==> config.mk <==
export PLATFORM = sky130hd
export DESIGN_NAME = seg_scan_driver
export DESIGN_NICKNAME = d
export VERILOG_FILES = /design/src/rtl/seg_pkg.sv /design/src/rtl/bcd_to_seg.sv /design/src/rtl/seg_scan_driver.sv
export SDC_FILE = /design/constraint.sdc
export NUM_CORES = 1
export LEC_CHECK = 0
export ABC_AREA = 1
export BUFFER_PORTS_ARGS = -buffer_cell sky130_fd_sc_hd__buf_2
export CAP_MARGIN = 20
export CORE_ASPECT_RATIO = 0.8
export CORE_UTILIZATION = 59
export CTS_CLUSTER_DIAMETER = 40
export CTS_CLUSTER_SIZE = 40
export DETAILED_ROUTE_END_ITERATION = 8
export PLACE_DENSITY = 0.79
export SYNTH_ARGS = -nofsm -noshare
export SYNTH_HDL_FRONTEND = slang
export SYNTH_SLANG_ARGS = --single-unit
==> constraint.sdc <==
create_clock -name clk -period 2.9 [get_ports clk]
set_clock_uncertainty 0.1 [all_clocks]
set_input_delay 0.29 -clock clk [delete_from_list [all_inputs] [get_ports clk]]
set_output_delay 0.29 -clock clk [all_outputs]
set_load 0.02 [all_outputs]
==> src/rtl/seg_pkg.sv <==
// seg_pkg: shared segment patterns and display constants for the seven-segment scan driver.
package seg_pkg;
    localparam logic [6:0] SEG_0    = 7'b1000000;
    localparam logic [6:0] SEG_1    = 7'b1111001;
    localparam logic [6:0] SEG_2    = 7'b0100100;
    localparam logic [6:0] SEG_3    = 7'b0110000;
    localparam logic [6:0] SEG_4    = 7'b0011001;
    localparam logic [6:0] SEG_5    = 7'b0010010;
    localparam logic [6:0] SEG_6    = 7'b0000010;
    localparam logic [6:0] SEG_7    = 7'b1111000;
    localparam logic [6:0] SEG_8    = 7'b0000000;
    localparam logic [6:0] SEG_9    = 7'b0010000;
    localparam logic [6:0] SEG_DASH = 7'b0111111;
    localparam logic [6:0] SEG_OFF  = 7'b1111111;
    localparam logic [3:0] AN_OFF   = 4'b1111;
    localparam int         NUM_DIGITS = 4;
    typedef logic [1:0] digit_idx_t;
endpackage

==> src/rtl/bcd_to_seg.sv <==
// bcd_to_seg: combinational BCD to active-low seven-segment decoder; non-BCD codes show a dash.
module bcd_to_seg
    import seg_pkg::*;
(
    input  logic [3:0] i_bcd,
    output logic [6:0] o_seg
);
    always_comb begin
        o_seg = SEG_DASH;
        case (i_bcd)
            4'd0: o_seg = SEG_0;
            4'd1: o_seg = SEG_1;
            4'd2: o_seg = SEG_2;
            4'd3: o_seg = SEG_3;
            4'd4: o_seg = SEG_4;
            4'd5: o_seg = SEG_5;
            4'd6: o_seg = SEG_6;
            4'd7: o_seg = SEG_7;
            4'd8: o_seg = SEG_8;
            4'd9: o_seg = SEG_9;
            default: o_seg = SEG_DASH;
        endcase
    end
endmodule

==> src/rtl/seg_scan_driver.sv <==
// seg_scan_driver: 4-digit common-anode scan driver with frame-coherent capture,
// anti-ghost blanking, leading-zero suppression and blink gating; all outputs registered.
module seg_scan_driver
    import seg_pkg::*;
#(
    parameter int REFRESH_BITS = 17,
    parameter int BLINK_BITS   = 26
) (
    input  logic       clk,
    input  logic       reset,
    input  logic [3:0] bin0,
    input  logic [3:0] bin1,
    input  logic [3:0] bin2,
    input  logic [3:0] bin3,
    input  logic       blink_en,
    input  logic       lz_blank,
    output logic [6:0] seg,
    output logic [3:0] AN,
    output logic       dp
);
    logic [REFRESH_BITS-1:0]      r_scan;
    logic [BLINK_BITS-1:0]        r_blink;
    digit_idx_t                   r_idx;
    logic [NUM_DIGITS-1:0][3:0]   r_dig;
    logic [6:0]                   r_seg;
    logic [3:0]                   r_an;
    logic                         r_dp;
    logic                         w_slot_end;
    logic                         w_lz;
    logic                         w_blank;
    logic [3:0]                   w_an;
    logic [6:0]                   w_seg;

    assign w_slot_end = &r_scan;
    assign w_lz       = lz_blank && r_dig[3] == 4'd0 && r_idx == 2'd3;
    assign w_blank    = blink_en && !r_blink[BLINK_BITS-1];
    // first clock of each slot keeps anodes off so the segment change never ghosts
    assign w_an       = (r_scan == '0 || w_lz || w_blank) ? AN_OFF : ~(4'b0001 << r_idx);

    bcd_to_seg u_dec (
        .i_bcd (r_dig[r_idx]),
        .o_seg (w_seg)
    );

    always_ff @(posedge clk) begin
        if (!reset) begin
            r_scan  <= '0;
            r_blink <= '0;
            r_idx   <= '0;
            r_dig   <= '0;
            r_seg   <= SEG_OFF;
            r_an    <= AN_OFF;
            r_dp    <= 1'b1;
        end else begin
            r_scan  <= r_scan + REFRESH_BITS'(1);
            r_blink <= r_blink + BLINK_BITS'(1);
            if (w_slot_end)
                r_idx <= r_idx + 2'd1;
            if (w_slot_end && r_idx == 2'd3)
                r_dig <= {bin3, bin2, bin1, bin0};
            r_seg   <= w_seg;
            r_an    <= w_an;
            r_dp    <= w_an[2];
        end
    end

    assign seg = r_seg;
    assign AN  = r_an;
    assign dp  = r_dp;
endmodule

==> flow_summary.json <==
{
  "grt_use_total": 0.255,
  "cts-hold-fix-buffers": 0,
  "fmax_ghz": 0.391,
  "clk_latency_ps": 340,
  "clock-sinks": 72,
  "cts_resized": 0,
  "drc": 0,
  "synth_top_cell_area_share": 0.416,
  "grt_pass1_vias": 2860,
  "r2r-start": "r_scan[0]",
  "first_iter_violations": 180,
  "antenna_found_initial": 0,
  "vias": 3030,
  "drv_slew": 0,
  "critPathMaxFanout": 17,
  "worstMarginPinSlew_ps": 505,
  "crit_path_start_kind": "flip-flop",
  "status": "finished, final reports clean",
  "die_x_um": 87.7,
  "drt-pass1-iter-count": 5,
  "r2r_setup_slack_ps": 340,
  "synth_area_leaders": "dfxtp_1, nand2_1, nor2_1",
  "rows": 24,
  "synth.avg_cell_area_um2": 7.03,
  "power_density_nw_per_um2": 465,
  "ant_nets": 0,
  "die_area_um2": 6190,
  "period_minus_slack_ps": 2560,
  "area_growth_pct": 10.6,
  "ys_warn_count": 0,
  "finish.instance_area_um2": 3830,
  "ys_ff_latch": 72,
  "cap_violations": 0,
  "vdd_drop_max_mv": 0.377,
  "grt_pass1_wl_um": 12400,
  "startpoint": "r_scan[0]",
  "synth.largest_area_cell": "dfxtp_1",
  "hold_class": "input pin to flip-flop",
  "cts_buffers": 9,
  "cts_max_level": 3,
  "p_leak_nw": 1.50,
  "cts_tree": "yes",
  "placed_cell_area_um2": 3660,
  "fin_setup_tns_ps": 0,
  "initial_core_util": 0.624,
  "finalSetupViolCount": 0,
  "crit_arrival_ps": 2730,
  "crit_end": "r_dig[5]",
  "nNetsFinal": 558,
  "cts-root-buf": "clkbuf_8",
  "post-place-ws_ps": 241,
  "final-hold-violation-count": 0,
  "cts_setup_buffers": 0,
  "design.core.area_um2": 5560,
  "worst_path_largest_cell_delay_ps": 370,
  "place_hpwl_um": 4880,
  "antenna_cells": 0,
  "drive_gt1_frac": 0.146,
  "die_h_um": 70.6,
  "min_period_over_period": 0.883,
  "vias_per_cell": 4.99,
  "netlist_area_um2": 3470,
  "total_power_mw": 1.78,
  "synth_common_cells": "nand2_1, nor2_1, dfxtp_1",
  "synth_cells": 493,
  "cts_buffer_depth": 2,
  "crit_chain": "ha_1 -> nand2_1 -> nor2_1 -> nand2_1 -> nor2_2 -> nand3_1 -> nor3_2 -> ha_1 -> nand2_1 -> clkinvlp_4 -> nor2_1 -> nor2_1",
  "relSlewSlack": 0.663,
  "post_drt_wl_per_cell_um": 11.4,
  "ios": 32,
  "grt_max_degree": 48,
  "hold_depth": 3,
  "routabilityCongestion": 0.832,
  "wirelength_um": 6930,
  "cp_slowest_cell": "dfxtp_1",
  "yosysUniqueCellTypes": 31,
  "final_core_util": 0.690,
  "regToRegEndpoint": "r_dig[5]",
  "ys.flop_type": "dfxtp_1",
  "cts.clk_slew.worst_paths_ps": 70,
  "critPathCaptureType": "flip-flop",
  "required_ps": 3070,
  "grt-ovfl-total": 0,
  "worstRegToRegCells": 12,
  "ys_seq_area_frac": 0.416,
  "critical_path_class": "flip-flop to flip-flop",
  "synth.most_common_cell": "nand2_1",
  "synth_edf_count": 0,
  "io_buffers": 31,
  "syn_nets": 526,
  "finalWorstSetupSlack_ps": 340,
  "synthArstFlopShare": 0
}
[worst min-delay path by stage]
| stage | to | slack, ps | start |
|---|---|---|---|
| detailed placement | r_scan[0] | 350 | r_scan[0] |
| global route | r_dig[0] | 120 | bin0[0] |
| finish | r_dig[4] | 90 | bin1[0] |
| global placement | r_scan[0] | 330 | r_scan[0] |
| CTS | r_dig[4] | 90 | bin1[0] |
| floorplan | r_scan[0] | 320 | r_scan[0] |
[registers in the layout, summed over array words and instances (netlist names)]
name	flops
r_idx	2
r_scan	17
AN	4
r_dig	16
seg	7
r_blink	26
[critical path, delay by kind of cell (launching register included)]
| kind | cells | cell delay [ps] |
|---|---|---|
| buffers and inverters | 1 | 360 |
| adder cells (fa/ha/maj) | 2 | 370 |
| flip-flops | 1 | 370 |
| AND/OR/NAND/NOR | 9 | 1280 |
[cell families (layout without fill, tap and decap cells)]
| kind of cell | after synthesis | after routing | synth area share |
|---|---|---|---|
| XOR/XNOR | 3 | 3 | 0.00758 |
| adder cells (fa/ha/maj) | 13 | 13 | 0.0469 |
| buffers and inverters | 59 | 95 | 0.0700 |
| AO/OA/AOI/OAI | 60 | 60 | 0.0935 |
| flip-flops | 72 | 72 | 0.416 |
| AND/OR/NAND/NOR | 286 | 286 | 0.366 |
[metrics by stage]
stage          instances  hold WS [ps]
2_1_floorplan        493           317
3_3_place_gp         592           331
3_5_place_dp         592           348
4_1_cts              607          88.0
5_1_grt              607           118
6_report             607          93.9
[area by class of cell]
type,count,area (um^2)
clock buffers,15,166
flip-flops and latches,72,1440
fillers,471,1720
repair buffers,32,163
multi-input cells,362,1780
well taps,78,97.6
inverters,48,184
[layer usage]
metal / up-vias / global-route usage / part of all wire
met4: 0 / 0.0765 / 0.013
met1: 1347 / 0.345 / 0.50
li1: 1613 / - / -
met5: - / 0 / 0
met3: 11 / 0.0770 / 0.043
met2: 59 / 0.393 / 0.45
[power by group]
group          internal [mW]  switching (mW)  leakage (nW)
Sequential              1.00         0.00713         0.584
Combinational         0.0290          0.0468         0.834
Clock                  0.355           0.345        0.0838
Total                   1.38           0.398          1.50
[placed cells by master, fill, tap and decap left out, types with 9 or more instances in the layout]
master,Yosys,layout
dfxtp_1,72,72
inv_1,43,42
nand3_1,29,29
nor2_1,103,103
a21oi_1,25,25
o21ai_0,27,27
nand2_1,117,117
buf_2,2,31
nor2_2,9,9
ha_1,13,13
clkbuf_8,0,11
Power figures use the tool's default switching activity.
